$ cat config.mk
export PLATFORM = sky130hd
export DESIGN_NAME = unified_mem_arbiter
export DESIGN_NICKNAME = d
export VERILOG_FILES = /design/src/rtl/unified_mem_arbiter.sv
export SDC_FILE = /design/constraint.sdc
export NUM_CORES = 1
export LEC_CHECK = 0
export BUFFER_PORTS_ARGS = -buffer_cell sky130_fd_sc_hd__buf_4
export CAP_MARGIN = 20
export CORE_AREA = 8 8 132 121
export DETAILED_ROUTE_END_ITERATION = 16
export DIE_AREA = 0 0 140 129
export PLACE_DENSITY = 0.89
export SETUP_SLACK_MARGIN = 0.3
export SYNTH_ARGS = -nofsm -noshare
export SYNTH_HDL_FRONTEND = slang
export SYNTH_SLANG_ARGS = --single-unit
$ cat constraint.sdc
create_clock -name clk -period 6.3 [get_ports clk]
set_input_delay 1.26 -clock clk [delete_from_list [all_inputs] [get_ports clk]]
set_output_delay 1.26 -clock clk [all_outputs]
set_load 0.02 [all_outputs]
$ cat src/rtl/unified_mem_arbiter.sv
// rtl/unified_mem_arbiter.sv - IF/DM arbiter onto one single-ported synchronous memory; optional MEM_ARB_ROUND_ROBIN_EN
module unified_mem_arbiter #(
   parameter int ADDR_WIDTH  = 32,
   parameter int DATA_WIDTH  = 32,
   parameter int SEL_WIDTH   = 4,
   parameter int MEM_LATENCY = 1
) (
   input  logic                  clk,
   input  logic                  rst,
   input  logic                  if_en,
   input  logic [ADDR_WIDTH-1:0] if_addr,
   output logic [DATA_WIDTH-1:0] if_read_data,
   output logic                  if_ready,
   input  logic                  dm_en,
   input  logic [SEL_WIDTH-1:0]  dm_write_en,
   input  logic [ADDR_WIDTH-1:0] dm_addr,
   input  logic [DATA_WIDTH-1:0] dm_write_data,
   output logic [DATA_WIDTH-1:0] dm_read_data,
   output logic                  dm_ready,
   output logic                  mem_en,
   output logic [SEL_WIDTH-1:0]  mem_write_en,
   output logic [ADDR_WIDTH-1:0] mem_addr,
   output logic [DATA_WIDTH-1:0] mem_write_data,
   input  logic [DATA_WIDTH-1:0] mem_read_data,
   output logic                  stall
);

   typedef enum logic [1:0] {ST_IDLE, ST_ISSUE, ST_WAIT, ST_RESP} state_t;

   localparam logic       OWN_IF    = 1'b0;
   localparam logic       OWN_DM    = 1'b1;
   localparam logic [2:0] WAIT_LOAD = 3'(MEM_LATENCY - 1);

   if (MEM_LATENCY < 1 || MEM_LATENCY > 8) begin : g_bad_latency
      $error("unified_mem_arbiter: MEM_LATENCY=%0d outside legal range 1..8", MEM_LATENCY);
   end

   state_t                state_q, state_d;
   logic                  owner_q, owner_d;
   logic                  is_write_q, is_write_d;
   logic [2:0]            cnt_q, cnt_d;
   logic                  mem_en_q, mem_en_d;
   logic [SEL_WIDTH-1:0]  mem_write_en_q, mem_write_en_d;
   logic [ADDR_WIDTH-1:0] mem_addr_q, mem_addr_d;
   logic [DATA_WIDTH-1:0] mem_write_data_q, mem_write_data_d;
   logic                  if_ready_q, if_ready_d;
   logic                  dm_ready_q, dm_ready_d;
   logic [DATA_WIDTH-1:0] if_hold_q, if_hold_d;
   logic [DATA_WIDTH-1:0] dm_hold_q, dm_hold_d;
   logic                  grant_dm;
   logic                  resp_read;

   // Pick the port to serve when the FSM is idle; DM wins ties unless round-robin is built in
   always_comb begin
      grant_dm = dm_en;
`ifdef MEM_ARB_ROUND_ROBIN_EN
      if (dm_en && if_en) begin
         grant_dm = (owner_q == OWN_IF);
      end
`endif
   end

   // Issue/wait/response sequencing and next values of every registered output
   always_comb begin
      state_d          = state_q;
      owner_d          = owner_q;
      is_write_d       = is_write_q;
      cnt_d            = cnt_q;
      mem_en_d         = 1'b0;
      mem_write_en_d   = '0;
      mem_addr_d       = mem_addr_q;
      mem_write_data_d = mem_write_data_q;
      if_ready_d       = 1'b0;
      dm_ready_d       = 1'b0;
      if_hold_d        = if_hold_q;
      dm_hold_d        = dm_hold_q;
      case (state_q)
         ST_IDLE: begin
            if (if_en || dm_en) begin
               owner_d    = grant_dm ? OWN_DM : OWN_IF;
               is_write_d = grant_dm && (dm_write_en != '0);
               mem_addr_d = grant_dm ? dm_addr : if_addr;
               if (grant_dm) begin
                  mem_write_data_d = dm_write_data;
                  mem_write_en_d   = dm_write_en;
               end
               mem_en_d = 1'b1;
               cnt_d    = WAIT_LOAD;
               state_d  = ST_ISSUE;
            end
         end
         ST_ISSUE: begin
            if (MEM_LATENCY > 1) begin
               state_d = ST_WAIT;
            end else begin
               state_d    = ST_RESP;
               if_ready_d = (owner_q == OWN_IF);
               dm_ready_d = (owner_q == OWN_DM);
            end
         end
         ST_WAIT: begin
            cnt_d = cnt_q - 3'd1;
            if (cnt_q <= 3'd1) begin
               state_d    = ST_RESP;
               if_ready_d = (owner_q == OWN_IF);
               dm_ready_d = (owner_q == OWN_DM);
            end
         end
         ST_RESP: begin
            state_d = ST_IDLE;
            if (!is_write_q) begin
               if (owner_q == OWN_IF) begin
                  if_hold_d = mem_read_data;
               end else begin
                  dm_hold_d = mem_read_data;
               end
            end
         end
         default: begin
            state_d = ST_IDLE;
         end
      endcase
   end

   // State and output registers, cleared asynchronously
   always_ff @(posedge clk or posedge rst) begin
      if (rst) begin
         state_q          <= ST_IDLE;
         owner_q          <= OWN_IF;
         is_write_q       <= 1'b0;
         cnt_q            <= 3'd0;
         mem_en_q         <= 1'b0;
         mem_write_en_q   <= '0;
         mem_addr_q       <= '0;
         mem_write_data_q <= '0;
         if_ready_q       <= 1'b0;
         dm_ready_q       <= 1'b0;
         if_hold_q        <= '0;
         dm_hold_q        <= '0;
      end else begin
         state_q          <= state_d;
         owner_q          <= owner_d;
         is_write_q       <= is_write_d;
         cnt_q            <= cnt_d;
         mem_en_q         <= mem_en_d;
         mem_write_en_q   <= mem_write_en_d;
         mem_addr_q       <= mem_addr_d;
         mem_write_data_q <= mem_write_data_d;
         if_ready_q       <= if_ready_d;
         dm_ready_q       <= dm_ready_d;
         if_hold_q        <= if_hold_d;
         dm_hold_q        <= dm_hold_d;
      end
   end

   // Read data flows straight through in the response cycle, then comes from the hold register
   always_comb begin
      resp_read    = (state_q == ST_RESP) && !is_write_q;
      if_read_data = (resp_read && owner_q == OWN_IF) ? mem_read_data : if_hold_q;
      dm_read_data = (resp_read && owner_q == OWN_DM) ? mem_read_data : dm_hold_q;
   end

   assign if_ready       = if_ready_q;
   assign dm_ready       = dm_ready_q;
   assign mem_en         = mem_en_q;
   assign mem_write_en   = mem_write_en_q;
   assign mem_addr       = mem_addr_q;
   assign mem_write_data = mem_write_data_q;
   assign stall          = (if_en & ~if_ready_q) | (dm_en & ~dm_ready_q);

endmodule

# == After elaboration in Yosys (flattened, before gate mapping) ==
# Index checks and enable logic that the tools add are counted.
# totals
elab_cells,59
rom_bits,0
ff_bits,142
mem_count,0
input_bits,136
latch_bits,0
mem_bits_rw,0
# op_classes
shifts,0
div,0
n_reduce_logical,15
n_eq_ne,5
add_sub_neg,1
muxes,18
n_mul,0
magnitude_cmp,1
n_bitwise,7
# ops
operator,n
two-way mux 32 bit,3
two-way mux 4 bit,3
AND reduction 3 bit,3
one-hot mux 2 bit (4 select lines),1
one-hot mux 3 bit (2 select lines),1
AND reduction 2 bit,3
two-way mux 1 bit,5
== test 2 bit (second input constant),2
logical AND 1 bit,4
two-way mux 2 bit,2
inequality test 2 bit (second input constant),2
inverter 1 bit,4
one-hot mux 1 bit (2 select lines),2
nonzero test 4 bit,1
<= comparator 3 x 1 -> 1 bit (second input constant),1
two-way mux 3 bit,1
subtractor 3 x 1 -> 3 bit (second input constant),1
bitwise AND 1 bit,2
== test 2 x 1 -> 1 bit (second input constant),1
logical NOT 2 bit,1
nonzero test 2 bit,1
logical NOT 1 bit,1
logical OR 1 bit,1
OR 1 bit,1

# == Longest topological paths before layout ==
# Gate-level depths: netlist of run 1.
# logic_depth
word_depth,4
mapped_depth,8

# == Worst setup path after synthesis of run 1 ==
# No wires, ideal clock.
# synth_timing
kind,input -> output
from,input dm_en
to,output stall
t_arrival_ns,2.120
t_required_ns,5.040
path_stages,4
path_buffers,2
path_slack_ns,2.920
path_cell_list,buf_2 > clkbuf_1 > inv_1 > o22ai_1
# synth_between
elab_chain_cells,2
# synth_rtl
element,line_no,source
"start, declared",14,"input logic dm_en,"
bitwise AND 1 bit,169,assign stall = (if_en & ~if_ready_q) | (dm_en & ~dm_ready_q);
OR 1 bit,169,
"end, declared",25,output logic stall
# Every way passes these cells.

# == Final worst setup path of run 1 ==
# layout_timing
from,register state_q[1]
to,output dm_read_data[30]
# layout_between
elab_chain_cells,4
# layout_rtl
element,line_no,source
"start, declared",38,"state_t state_q, state_d;"
"start signal, assigned",141,state_q <= state_d;
== test 2 bit,158,resp_read = (state_q == ST_RESP) && !is_write_q;
logical AND 1 bit,158,
logical AND 1 bit,160,dm_read_data = (resp_read && owner_q == OWN_DM) ? mem_read_data : dm_hold_q;
two-way mux 32 bit,160,
"end, declared",18,"output logic [DATA_WIDTH-1:0] dm_read_data,"
# Every way passes these cells.

==> qor.yml, run 1 <==
ctsResizeCount: 0
cp_common_cell: "buf_4"
grt_pass1_wl_microns: 27800
track_usage_pct: 19.4
yosysMostFrequentCell: "mux2_2"
antennaDiodeCount: 0
maxSlewViolCount: 0
maxCapViolCount: 0
hold_viol: 0
synthFlopType: "dfrtp_1"
synth.distinct_cells: 24
setup_viol: 0
clk_pin_slew_ps: 60
port_buffers: 271
ir_worst_vdd_mv: 0.334
crit_buf_inv: 2
crit_slowest_cell: "nand3b_1"
timing.fmax_mhz: 235
cts.sinks: 142
hp-class: "flip-flop to flip-flop"
drc: 0
cts-root-buf: "clkbuf_16"
fp.dieH_microns: 129
grt_pass1_vias: 5286
finalCritPeriodShare_pct: 67.5
cts.path.max_buffers: 2
grt_overflow: 0
fin_crit_ps: 4250
worst_pin_slew_ps: 957
cts_tree: "built"
clock_skew_ps: 9.96
synth-edff-count: 0
yosys_warnings: 0
worstSkewPairLatency_ps: 410
post_cts_buffers: 0
cp-start-kind: "flip-flop"
pre_cts_ws_ps: 2490
critPathMaxStageDelay_ps: 720
drtAntennaViolNets: 0
synth_area_leaders: "dfrtp_1 (55%), mux2_2 (28%), mux2i_1 (5.1%)"
cp-end-kind: "output port"
numCtsBuffers: 17
core_sq_mm: 0.0137
cp_max_fo: 44
synth_common_cells: "mux2_2 (160), dfrtp_1 (142), nand2_1 (39), o21ai_0 (34), mux2i_1 (33)"
grt_antenna_before_repair: 0
fin_tns_setup_ps: 0
ys_ff_latch: 142
synth_cells: 478
gp_congestion: 0.838
wirelength_microns: 17300
die-area_sq_mm: 0.0181
synth_nets: 620
max_slew_margin_pct: 36.0
synth_top_area_share_pct: 55.1
path_delay_family: "buffers and inverters"
wl_per_cell_microns: 18.7
yosysTopAreaCell: "dfrtp_1"
final_cell_count_no_fill: 928
rsz0062_at_grt: "no"
drtPass1Iterations: 4
cp.required_ps: 5040
initial_core_util_pct: 46.9
avgSynthCellArea_sq_um: 13.5
place_hpwl_microns: 12900
grt_max_degree: 86
layout_setup_ws_ps: 2050
yosysSeqAreaShare_pct: 55.1
syn_to_final_growth_pct: 42.2
cp.arrival_ps: 2990
outcome: "finished, final reports clean"
drt_iter0_markers: 139
fp.dieW_microns: 140
power_leakage_nw: 4.47
vias: 4691
cp_cell_sequence: "ha_1, nand3b_1, buf_4, mux2_2, buf_4"
htreeDepth: 4
dp_cells: 896
drive_gt1_share_pct: 62.4
synthArstFlopShare_pct: 100
nets: 885
critPathKind: "flip-flop to output port"
rows: 41
io_pins: 272
synth_area_sq_mm: 0.00645
hold_buffers: 0
avgViaCountPerCell: 5.05
fillers: 1013
powerDensity_mw_per_mm2: 574
[path summary, 6_finish.rpt]
check | start | end | slack [ps] | cells past startpoint
min | mem_addr[4] | mem_addr[4] | 480 | 2
max reg2reg | state_q[1] | dm_hold_q[22] | 3770 | 4
min in group asynchronous | rst | if_hold_q[7] | 970 | 2
max | state_q[1] | dm_read_data[30] | 2050 | 5
min reg2reg | mem_addr[4] | mem_addr[4] | 480 | 2
max in group asynchronous | rst | mem_write_data[20] | 4060 | 3
[cells by family (layout without fill, tap and decap cells)]
logic type | Yosys count | in the layout | share of synthesized area [%]
muxes | 194 | 194 | 33.3
adders and majority gates | 6 | 6 | 1.16
buffers and inverters | 40 | 318 | 3.22
DFF | 142 | 142 | 55.1
AOI/OAI and AO/OA | 43 | 43 | 3.57
and+or+nand+nor | 53 | 53 | 3.67
[state kept, by name (all words and copies together) (netlist names), 2 cells and up]
register / flops
cnt_q: 3
dm_hold_q: 32
if_hold_q: 32
mem_addr: 32
mem_write_data: 32
mem_write_en: 4
state_q: 2
[cell type report]
cell class | instances | area (sq um) | area share [%]
Tap cell | 172 | 215 | 2.35
Timing Repair Buffer | 276 | 2070 | 22.6
Sequential cell | 142 | 3550 | 38.8
Multi-Input combinational cell | 296 | 2710 | 29.5
Clock inverter | 8 | 80.1 | 0.873
Inverter | 10 | 42.5 | 0.464
Clock buffer | 24 | 502 | 5.47
[metal layers]
layer | share of wire (%) | global-route usage, % | up-vias | routed length (microns)
met3 | 8.9 | 8.85 | 20 | 1550
met2 | 49 | 32.9 | 187 | 8480
li1 | - | - | 2212 | -
met4 | 1.5 | 5.93 | 0 | 267
met1 | 41 | 21.6 | 2272 | 7050
met5 | 0 | 0 | - | 0
[power breakdown]
part	internal, mW	switching (mW)	leakage, nW
combinational	1.32	1.37	2.49
clock	0.597	0.367	0.279
sequential	1.37	0.250	1.70
[metrics by stage]
stage | instance area (sq um) | utilization, % | total power [mW] | hold slack, ps
global route | 9170 | 66.7 | 5.57 | 507
finish | 9170 | 66.7 | 5.27 | 480
detailed placement | 8590 | 62.5 | 4.32 | 472
CTS | 9170 | 66.7 | 5.32 | 485
global placement | 8590 | 62.5 | 4.21 | 467
floorplan | 6450 | - | 3.23 | 464
[cell usage in the layout, fill, tap and decap left out]
cell type / synthesis / layout
clkinvlp_4: 0 / 3
inv_1: 10 / 9
o21ai_1: 3 / 2
nor2_1: 3 / 3
bufinv_16: 0 / 1
a31oi_1: 1 / 1
nand3b_1: 1 / 1
o21ai_0: 34 / 34
o22ai_1: 2 / 2
and3_1: 4 / 4
buf_4: 10 / 276
o21ai_4: 0 / 1
clkinv_4: 0 / 1
clkbuf_8: 0 / 5
o311ai_0: 1 / 1
dfrtp_1: 142 / 142
nor3b_2: 0 / 1
nand4_1: 1 / 1
mux2_4: 1 / 1
inv_6: 0 / 2
mux2i_1: 33 / 33
clkbuf_1: 4 / 2
o21bai_1: 1 / 1
clkbuf_16: 0 / 17
or3b_4: 1 / 1
o211a_2: 1 / 1
nand2_1: 39 / 39
nor4_1: 1 / 1
clkinv_2: 0 / 2
mux2_2: 160 / 160
nor3b_1: 3 / 2
ha_1: 6 / 6
[worst min-delay path, cell delays in order, from the launching register on]
cell and delay (ps):
dfrtp_1 340, nand2_1 40, o21ai_0 60
Power figures use the tool's default switching activity.
==> run 2: changes to the inputs <==
ABC_AREA = 1   (was not set)
CORE_AREA = 8 8 130 120   (was 8 8 132 121)
DIE_AREA = 0 0 138 128   (was 0 0 140 129)
clock period = 4.1 ns   (was 6.3 ns; I/O delays follow)
==> run 2 against run 1 <==
Compared with the run above:
- utilization down 1.6 points
- sequential power rose by 46%
- clock skew increased by 1.9 ps
- area after synthesis decreased by 3.5%
- sequential share of layout area grew 1.6 points
- clock-buffer cell count fell by 6
- critical path type unchanged
- largest cell class unchanged
==> qor.yml, run 2 <==
outcome: "finished, final reports clean"
layout_common_cells: "buf_4 (278), nand2_1 (205), dfrtp_1 (142)"
numCtsBuffers: 17  # unchanged
fin_tns_setup_ps: 0  # unchanged
grt_pass1_wl_microns: 28900  # +3.8%
cts.path.max_buffers: 2  # unchanged
maxCapViolCount: 0  # unchanged
r2r-start: "state_q[0]"
cp.required_ps: 3280  # -1760 ps
max_slew_margin_pct: 35.8  # -0.19 points
fin_crit_ps: 3120
endpoint: "dm_read_data[1]"
port_buffers: 271  # unchanged
worst_pin_slew_ps: 962  # +4.72 ps
cp-start-kind: "flip-flop"
critPathMaxStageDelay_ps: 610  # -110 ps
fp.dieW_microns: 138  # -1.4%
p_sw_mw: 3.12  # +57%
initial_core_util_pct: 46.0  # -0.94 points
synth_nets: 838  # +35%
hp-class: "flip-flop to flip-flop"
clock_skew_ps: 11.9  # +1.91 ps
worstSkewPairLatency_ps: 410  # about the same
yosysTopAreaCell: "dfrtp_1"
ir_worst_vdd_mv: 0.520  # +56%
regArea_sq_mm: 0.00355  # unchanged
seq_power_share_pct: 31.3  # +0.6 points
drive_gt1_share_pct: 33.7  # -29 points
setup_viol: 0  # unchanged
grt_overflow: 0  # unchanged
multi_input_area_sq_mm: 0.00217  # -20%
cts.sinks: 142  # unchanged
synthArstFlopShare_pct: 100  # unchanged
wirelength_microns: 17900  # +3.1%
synth_area_leaders: "dfrtp_1 (57%), nand2_1 (12%), o21ai_0 (9.2%)"
synth_common_cells: "nand2_1 (205), dfrtp_1 (142), o21ai_0 (115), nor2_1 (72), inv_1 (47)"
synth-edff-count: 0  # unchanged
hold_viol: 0  # unchanged
avgSynthCellArea_sq_um: 8.95  # -34%
yosys_warnings: 0  # unchanged
nets: 1095  # +24%
ys_ff_latch: 142  # unchanged
p_comb_share_pct: 49.1  # -1.9 points
crit_start: "state_q[0]"
grt_pass1_vias: 5676  # +7.4%
grt_max_degree: 97  # +13%
cp_max_fo: 96  # +120%
ff2ff_setup_slack_ps: 2020  # -1750 ps
timing.rr.end: "mem_write_data[12]"
avgViaCountPerCell: 4.92  # -2.7%
syn_to_final_growth_pct: 41.5
drc: 0  # unchanged
clkPwrFrac_pct: 19.6  # +1.3 points
synth.distinct_cells: 24  # unchanged
sw_frac_of_total_pct: 41.3  # +3.6 points
grt_antenna_before_repair: 0  # unchanged
fp.dieH_microns: 128  # -0.78%
powerDensity_mw_per_mm2: 857  # +49%
yosysMostFrequentCell: "nand2_1"
crit_slowest_cell: "buf_4"
holdWs_ps: 472  # -7.32 ps
critPathKind: "flip-flop to output port"
cp_common_cell: "buf_4"
drtAntennaViolNets: 0  # unchanged
clk_pin_slew_ps: 60  # about the same
place_hpwl_microns: 13200  # +2.5%
post_cts_buffers: 0  # unchanged
synth_top_area_share_pct: 57.1  # +2.0 points
synth_area_sq_mm: 0.00623  # -3.5%
vias: 5596  # +19%
rsz0062_at_grt: "no"
track_usage_pct: 20.2  # +0.82 points
cts-root-buf: "clkbuf_16"
drtPass1Iterations: 5  # +1
synthFlopType: "dfrtp_1"
cts_tree: "built"
gp_congestion: 0.813  # -3.0%
drt_iter0_markers: 331  # +140%
fillers: 1102  # +8.8%
htreeDepth: 4  # unchanged
cp_cell_sequence: "ha_1, nand3_2, buf_4, nand2_1, o21ai_0, buf_4"
synth_cells: 696  # +46%
cp.arrival_ps: 2300  # -690 ps
power_leakage_nw: 4.70  # +5.0%
yosysSeqAreaShare_pct: 57.1  # +2.0 points
core_sq_mm: 0.0135  # -1.5%
power.internal_mw: 4.43  # +35%
wl_per_cell_microns: 15.7  # -16%
rows: 41  # unchanged
timing.fmax_mhz: 321
ctsResizeCount: 0  # unchanged
hold_buffers: 0  # unchanged
antennaDiodeCount: 0  # unchanged
io_pins: 272  # unchanged
finalCritPeriodShare_pct: 76.1
layout_commonest_cell: "buf_4"
cp-end-kind: "output port"
ff2ff_path_depth: 6  # +2
die-area_sq_mm: 0.0177  # -2.2%
maxSlewViolCount: 0  # unchanged
## run 2: changes by cell type after synthesis, moves of 6 or more
cell / delta
mux2_2: -160
inv_1: +37
o31ai_2: +8
buf_2: -7
buf_6: +14
nand3_1: +6
clkbuf_1: +6
nand2_1: +166
o21ai_1: +13
o31ai_1: +24
o21ai_0: +81
mux2i_1: -33
nor2_1: +69
## run 2: per-layer routing
layer / GRT usage (%) / part of all wire, % / vias to the layer above
met1: 23.2 / 40 / 2629
met5: 0 / 0 / -
met4: 7.34 / 1.6 / 0
li1: - / - / 2757
met3: 7.56 / 7.3 / 21
met2: 33.9 / 51 / 189
## run 2: final cells by class
class	instances	area share [%]
well taps	172	2.44
flip-flops and latches	142	40.3
inverters	50	2.17
repair buffers	279	23.9
clock inverters	14	1.63
multi-input cells	463	24.6
clock buffers	18	4.87
## run 2: cells by family after synthesis
family	share of synthesized area, %
AO/OA/AOI/OAI	15.9
adder cells (fa/ha/maj)	1.21
buffers and inverters	8.04
XOR/XNOR	0.141
flip-flops	57.1
AND/OR/NAND/NOR	17.6
## run 2: worst min-delay path by stage
stage	start	to	slack (ps)	cells past startpoint
after floorplan	dm_hold_q[0]	dm_hold_q[0]	440	2
after detailed placement	dm_hold_q[23]	dm_hold_q[23]	460	2
after global routing	dm_hold_q[26]	dm_hold_q[26]	490	2
final	if_hold_q[24]	if_hold_q[24]	470	2
after global placement	if_hold_q[23]	if_hold_q[23]	460	2
after CTS	if_hold_q[24]	if_hold_q[24]	480	2
## run 2: power by group through the flow
stage / Sequential, mW / Combinational (mW) / Clock (mW)
after CTS: 2.36 / 3.76 / 1.51
after floorplan: 2.71 / 1.84 / 0
after global routing: 2.44 / 4.05 / 1.58
final: 2.36 / 3.71 / 1.48
after global placement: 2.35 / 3.65 / 0
after detailed placement: 2.37 / 3.75 / 0
## run 2: through the flow
step | instances | worst slack (ps) | power [mW] | utilization (%) | instance area (sq um)
floorplan | 696 | 1500 | 4.56 | - | 6230
global placement | 1106 | 1310 | 5.99 | 60.8 | 8240
detailed placement | 1106 | 1290 | 6.12 | 60.8 | 8240
CTS | 1138 | 986 | 7.63 | 65.1 | 8810
global route | 1138 | 775 | 8.07 | 65.1 | 8810
finish | 1138 | 980 | 7.55 | 65.1 | 8810
## run 2: critical path: cells and delay by family (launching register included)
kind	cells	cell delay, ps
simple gates	2	240
flops	1	420
compound gates	1	140
fa+ha+maj	1	260
buf+inv	2	800
